`config.mk`:
```
export PLATFORM = sky130hd
export DESIGN_NAME = mem_port_arbiter
export DESIGN_NICKNAME = d
export VERILOG_FILES = /design/src/rtl/cpu_pkg.sv /design/src/rtl/arb_lat_counter.sv /design/src/rtl/mem_port_arbiter.sv
export SDC_FILE = /design/constraint.sdc
export NUM_CORES = 1
export LEC_CHECK = 0
export ABC_AREA = 1
export CORE_MARGIN = 5
export CORE_UTILIZATION = 43
export CTS_CLUSTER_DIAMETER = 150
export DETAILED_ROUTE_END_ITERATION = 6
export PLACE_DENSITY = 0.81
export RECOVER_POWER = 25
export SYNTH_ARGS = -nofsm -noshare
export SYNTH_HDL_FRONTEND = slang
export SYNTH_SLANG_ARGS = --single-unit
```
`constraint.sdc`:
```
create_clock -name clk -period 1.9 [get_ports clk]
set_input_delay 0.285 -clock clk [delete_from_list [all_inputs] [get_ports clk]]
set_output_delay 0.285 -clock clk [all_outputs]
set_load 0.01 [all_outputs]
```
`src/rtl/cpu_pkg.sv`:
```
// Shared types and default timing constants for the CPU memory-port arbiter.
// Holds the arbiter FSM states, the grant owner encoding and the latency counter width.
package cpu_pkg;

  typedef enum logic [1:0] {
    IDLE = 2'd0,
    WAIT = 2'd1,
    DONE = 2'd2
  } arb_state_e;

  typedef enum logic {
    OWNER_IF = 1'b0,
    OWNER_D  = 1'b1
  } arb_owner_e;

  localparam int DEF_MEM_LAT    = 2;
  localparam int DEF_STARVE_MAX = 4;

  // Wide enough for MEM_LAT-1 over the legal MEM_LAT range of 1..15.
  localparam int LAT_CNT_W = 4;

endpackage

```
`src/rtl/arb_lat_counter.sv`:
```
// Memory latency countdown: load a start value, decrement to zero, flag zero.
// The counter holds at zero, so an extra decrement request does no harm.
module arb_lat_counter #(
  parameter int W = 4
) (
  input  logic         clk,
  input  logic         reset,
  input  logic         load,
  input  logic [W-1:0] load_val,
  input  logic         dec,
  output logic [W-1:0] cnt,
  output logic         zero
);

  // NOTE: sequential state is written with non-blocking assignments so every
  // flop samples its inputs from the same pre-edge values.
  always_ff @(posedge clk) begin
    if (reset) begin
      cnt <= '0;
    end else if (load) begin
      cnt <= load_val;
    end else if (dec && (cnt != '0)) begin
      cnt <= cnt - W'(1);
    end
  end

  assign zero = (cnt == '0);

endmodule

```
`src/rtl/mem_port_arbiter.sv`:
```
// Shares one memory port between instruction fetch and data access.
// Data wins by default; a fetch that lost STARVE_MAX data grants in a row is served next.
module mem_port_arbiter
  import cpu_pkg::*;
#(
  parameter int ADDR_W     = 32,
  parameter int DATA_W     = 32,
  parameter int MEM_LAT    = DEF_MEM_LAT,
  parameter int STARVE_MAX = DEF_STARVE_MAX
) (
  input  logic              clk,
  input  logic              reset,
  input  logic              if_req,
  input  logic [ADDR_W-1:0] if_addr,
  output logic [DATA_W-1:0] if_rdata,
  output logic              if_ready,
  input  logic              d_req,
  input  logic              d_we,
  input  logic [ADDR_W-1:0] d_addr,
  input  logic [DATA_W-1:0] d_wdata,
  output logic [DATA_W-1:0] d_rdata,
  output logic              d_ready,
  output logic              mem_en,
  output logic              mem_we,
  output logic [ADDR_W-1:0] mem_addr,
  output logic [DATA_W-1:0] mem_wdata,
  input  logic [DATA_W-1:0] mem_rdata,
  output logic              stall_if,
  output logic              stall_pipe
);

  localparam int SW = (STARVE_MAX < 1) ? 1 : $clog2(STARVE_MAX + 1);
  localparam logic [SW-1:0]        STARVE_LIM = SW'(STARVE_MAX);
  localparam logic [LAT_CNT_W-1:0] LAT_LOAD   = LAT_CNT_W'(MEM_LAT - 1);

  arb_state_e            state;
  arb_state_e            state_next;
  arb_owner_e            owner;
  logic [SW-1:0]         starve_cnt;
  logic [LAT_CNT_W-1:0]  cnt;
  logic                  cnt_zero;
  logic                  grant;
  logic                  grant_if;
  logic                  cnt_load;
  logic                  cnt_dec;
  logic                  capture;

  arb_lat_counter #(
    .W(LAT_CNT_W)
  ) u_lat_counter (
    .clk     (clk),
    .reset   (reset),
    .load    (cnt_load),
    .load_val(LAT_LOAD),
    .dec     (cnt_dec),
    .cnt     (cnt),
    .zero    (cnt_zero)
  );

  always_ff @(posedge clk) begin
    if (reset) begin
      state <= IDLE;
    end else begin
      state <= state_next;
    end
  end

  // NOTE: every signal gets a default before the case so no path leaves one
  // unassigned, which would otherwise infer a latch.
  always_comb begin
    state_next = state;
    grant      = 1'b0;
    grant_if   = 1'b0;
    cnt_load   = 1'b0;
    cnt_dec    = 1'b0;
    capture    = 1'b0;
    unique case (state)
      IDLE: begin
        if (if_req || d_req) begin
          grant      = 1'b1;
          grant_if   = if_req && (!d_req || (starve_cnt == STARVE_LIM));
          cnt_load   = 1'b1;
          state_next = WAIT;
        end
      end
      WAIT: begin
        if (cnt_zero) begin
          capture    = 1'b1;
          state_next = DONE;
        end else begin
          cnt_dec = 1'b1;
        end
      end
      DONE:    state_next = IDLE;
      default: state_next = IDLE;
    endcase
  end

  // Port outputs, grant bookkeeping and the per-requester read-data registers.
  always_ff @(posedge clk) begin
    if (reset) begin
      mem_en     <= 1'b0;
      mem_we     <= 1'b0;
      mem_addr   <= '0;
      mem_wdata  <= '0;
      owner      <= OWNER_IF;
      starve_cnt <= '0;
      if_ready   <= 1'b0;
      d_ready    <= 1'b0;
      if_rdata   <= '0;
      d_rdata    <= '0;
    end else begin
      mem_en   <= grant;
      if_ready <= 1'b0;
      d_ready  <= 1'b0;

      if (grant) begin
        if (grant_if) begin
          owner      <= OWNER_IF;
          mem_addr   <= if_addr;
          mem_we     <= 1'b0;
          starve_cnt <= '0;
        end else begin
          owner     <= OWNER_D;
          mem_addr  <= d_addr;
          mem_we    <= d_we;
          mem_wdata <= d_wdata;
          // Only a data grant that leaves a fetch waiting counts towards starvation.
          if (if_req && (starve_cnt != STARVE_LIM)) begin
            starve_cnt <= starve_cnt + SW'(1);
          end
        end
      end

      if (capture) begin
        if (owner == OWNER_IF) begin
          if_rdata <= mem_rdata;
          if_ready <= 1'b1;
        end else begin
          d_ready <= 1'b1;
          if (!mem_we) begin
            d_rdata <= mem_rdata;
          end
        end
      end
    end
  end

  assign stall_if   = if_req & ~if_ready;
  assign stall_pipe = d_req & ~d_ready;

endmodule

```
==> flow_summary.json <==
{
  "finalSetupTns_ns": 0,
  "max_slew.worst_pin.slew_ns": 0.471,
  "antenna_cells": 0,
  "initial_core_util_pct": 43.7,
  "wl_per_cell_um": 13.6,
  "p_leak_uw": 0.00472,
  "synth_fp_nets": 1096,
  "port_buffers": 266,
  "postSynthAreaPerCell_sq_um": 6.59,
  "cts.clk_slew.worst_paths_ns": 0.06,
  "cell_seen_most_often_among_critical_path_stages": "clkdlybuf4s50_1",
  "outcome": "completed",
  "cts_htree_levels": 4,
  "clock_tree_from_tritoncts": "yes",
  "postSynthRegisterBits": 142,
  "finish.net_count": 1341,
  "criticalPathCategory": "input port to primary output",
  "report.final.hold_viol_count": 0,
  "place_hpwl_um": 13100,
  "post-route-worst-setup-slack_ns": 0.140,
  "post_synth_instance_area_sq_mm": 0.00633,
  "grt_pass1_wl_um": 30700,
  "worst_path_max_delay_cell": "clkdlybuf4s50_1",
  "final_util_pct": 67.4,
  "worstSetupEndpointType": "primary output",
  "pin_count_of_the_biggest_net_entering_global_routing": 69,
  "report.final.setup_viol": 0,
  "clock-root-buffer": "clkbuf_16",
  "worst-path-max-fanout": 3,
  "place_ws_ns": 0.120,
  "place.gp.congestion": 0.799,
  "die_w_um": 131,
  "synth_sequential_area_ratio_pct": 44.9,
  "power-per-cell-area_mw_per_mm2": 961,
  "fp.coreArea_sq_mm": 0.0145,
  "initial_antenna_violation_count": 0,
  "detailroute.via_count": 6553,
  "maximum_achievable_frequency_mhz": 568,
  "worst_ep_required_time_ns": 1.62,
  "tmin_final_ns": 1.76,
  "clk-insertion-delay-late_ns": 0.41,
  "drt-pass1-iter-count": 4,
  "via_per_inst": 4.67,
  "number_of_global_route_vias_before_repair": 6174,
  "critical_path.top_delay_family": "buffers and inverters",
  "ys_types": 22,
  "yosys.area.top_type": "dfxtp_1",
  "number_of_warnings_reported_in_the_yosys_synthesis_log": 0,
  "cts_hold_buffers": 0,
  "drtAntennaViolNets": 0,
  "rsz0062_at_grt": "false",
  "worstSetupStartpointType": "input port",
  "ctsResizeCount": 0,
  "yosys-top-cells-area": "dfxtp_1 (45%), nand2_1 (17%), nor2_1 (10%)",
  "post_synthesis_to_final_layout_area_growth_pct": 54.2,
  "power.total_uw": 9380,
  "max-vdd-ir-drop_uv": 576,
  "arrival_ns": 1.48,
  "clock_tree_sinks": 142,
  "cts-root-to-sink-buffers": 2,
  "min_path_type": "input port to flip-flop",
  "postRouteWirelength_um": 19100,
  "layout_worst_path_cycle_share_pct": 92.6,
  "cts_buffer_count": 17,
  "row_count": 44,
  "crit_buf_inv": 3,
  "yosysTopAreaCellShare_pct": 44.9,
  "die-height_um": 131,
  "die_area_sq_mm": 0.0172,
  "slowest_delay_ns": 0.54,
  "detailedRoute.firstIterationViolations": 397,
  "filler_cell_count": 1267,
  "i_o_pin_count": 267,
  "synthCells": 960,
  "fraction_of_final_layout_cells_with_drive_strength_greater_than_1_pct": 4.60,
  "maxSlewHeadroom_pct": 68.6,
  "clock-skew-final_ns": 0.00633,
  "grtUsageTotal_pct": 21.4,
  "timing.critical_path.cells": "clkdlybuf4s50_1 -> inv_1 -> nor2_1 -> clkdlybuf4s50_1",
  "max-cap-violations": 0,
  "final-max-slew-violation-count": 0,
  "hold-worst-slack_ns": 0.446,
  "grt_remaining_overflow": 0,
  "cts_setup_buffers": 0,
  "route.detailed.drc": 0
}
==> cell usage in the layout (no fill, tap or decap) <==
master	Yosys	layout
clkinv_2	0	3
nand4_1	32	32
inv_1	126	126
dfxtp_1	142	142
clkbuf_1	24	8
nor2_2	2	2
buf_12	0	8
buf_4	6	8
xor2_1	1	1
nor2_1	175	175
nand3_2	2	2
a21oi_1	37	37
clkdlybuf4s50_1	0	237
clkbuf_4	0	1
nand3_4	0	1
nand3_1	71	70
clkbuf_16	0	17
o21ai_0	3	3
bufinv_16	0	2
inv_2	4	4
nor2_4	3	3
nand3b_1	15	15
dlygate4sd3_1	0	29
nor3_1	1	1
nand2_1	282	283
buf_6	2	1
ha_1	3	3
clkbuf_8	0	3
clkinvlp_4	0	1
==> registers in the layout, indices dropped and copies added, names as in the netlist <==
register / cells
d_rdata: 32
if_rdata: 32
mem_addr: 32
mem_wdata: 32
u_lat_counter.cnt: 4
starve_cnt: 3
state: 2
d_ready: 1
if_ready: 1
mem_en: 1
mem_we: 1
owner: 1
==> synthesized netlist by cell type (all sizes together) <==
master,number
a21oi,37
buf,36
clkbuf,24
dfxtp,142
ha,3
inv,130
nand2,283
nand3,73
nand3b,15
nand4,32
nor2,180
nor3,1
o21ai,3
xor2,1
==> metal layers <==
| metal | up-vias | GRT usage (%) | wire, um |
|---|---|---|---|
| li1 | 3410 | - | - |
| met4 | 0 | 9.89 | 609 |
| met5 | - | 0 | 0 |
| met3 | 40 | 7.15 | 1370 |
| met2 | 196 | 36.2 | 9260 |
| met1 | 2907 | 24.4 | 7820 |
==> power by group <==
part	internal [uW]	total, uW	switching (uW)
clock network	2030	3220	1190
registers	3350	3530	183
logic	1270	2620	1350
==> logic make-up (layout without fill, tap and decap cells) <==
| group | count (synthesis) | after routing | synth area share (%) |
|---|---|---|---|
| XOR/XNOR | 1 | 1 | 0.138 |
| AO/OA/AOI/OAI | 40 | 40 | 3.16 |
| AND/OR/NAND/NOR | 584 | 584 | 38.9 |
| buffers and inverters | 190 | 448 | 12.3 |
| adder cells (fa/ha/maj) | 3 | 3 | 0.593 |
| flip-flops | 142 | 142 | 44.9 |
==> path summary, 6_finish.rpt <==
kind / startpoint / to / slack [ns] / depth (start not counted)
worst max-delay path: d_req / stall_pipe / 0.14 / 4
worst min-delay path: d_we / mem_we / 0.45 / 3
worst max register to register: starve_cnt[0] / mem_wdata[1] / 0.22 / 9
worst min register to register: mem_addr[10] / mem_addr[10] / 0.45 / 2
==> worst reg2reg max path: stages (launching register included) <==
cell     delay (ns)
dfxtp_1        0.34
inv_1          0.07
ha_1           0.19
nand2_1        0.08
nand2_1        0.11
nand3_4        0.09
buf_6          0.39
nand3_1        0.17
nand2_1        0.09
nor2_1         0.04
==> area by class of cell <==
| type | count | area, sq um | area share [%] |
|---|---|---|---|
| timing repair buffer | 286 | 2910 | 29.8 |
| tap | 184 | 230 | 2.36 |
| inverter | 130 | 488 | 5.00 |
| sequential | 142 | 2840 | 29.1 |
| clock inverter | 6 | 82.6 | 0.846 |
| clock buffer | 26 | 489 | 5.01 |
| multi-input combinational | 628 | 2720 | 27.8 |
==> stage by stage <==
stage	instances	cell area [sq um]
after floorplan	960	6330
after detailed placement	1370	9230
after global placement	1370	9230
final	1402	9760
after CTS	1402	9800
after global routing	1402	9760
Note: power is estimated with default switching activity, not from simulation.
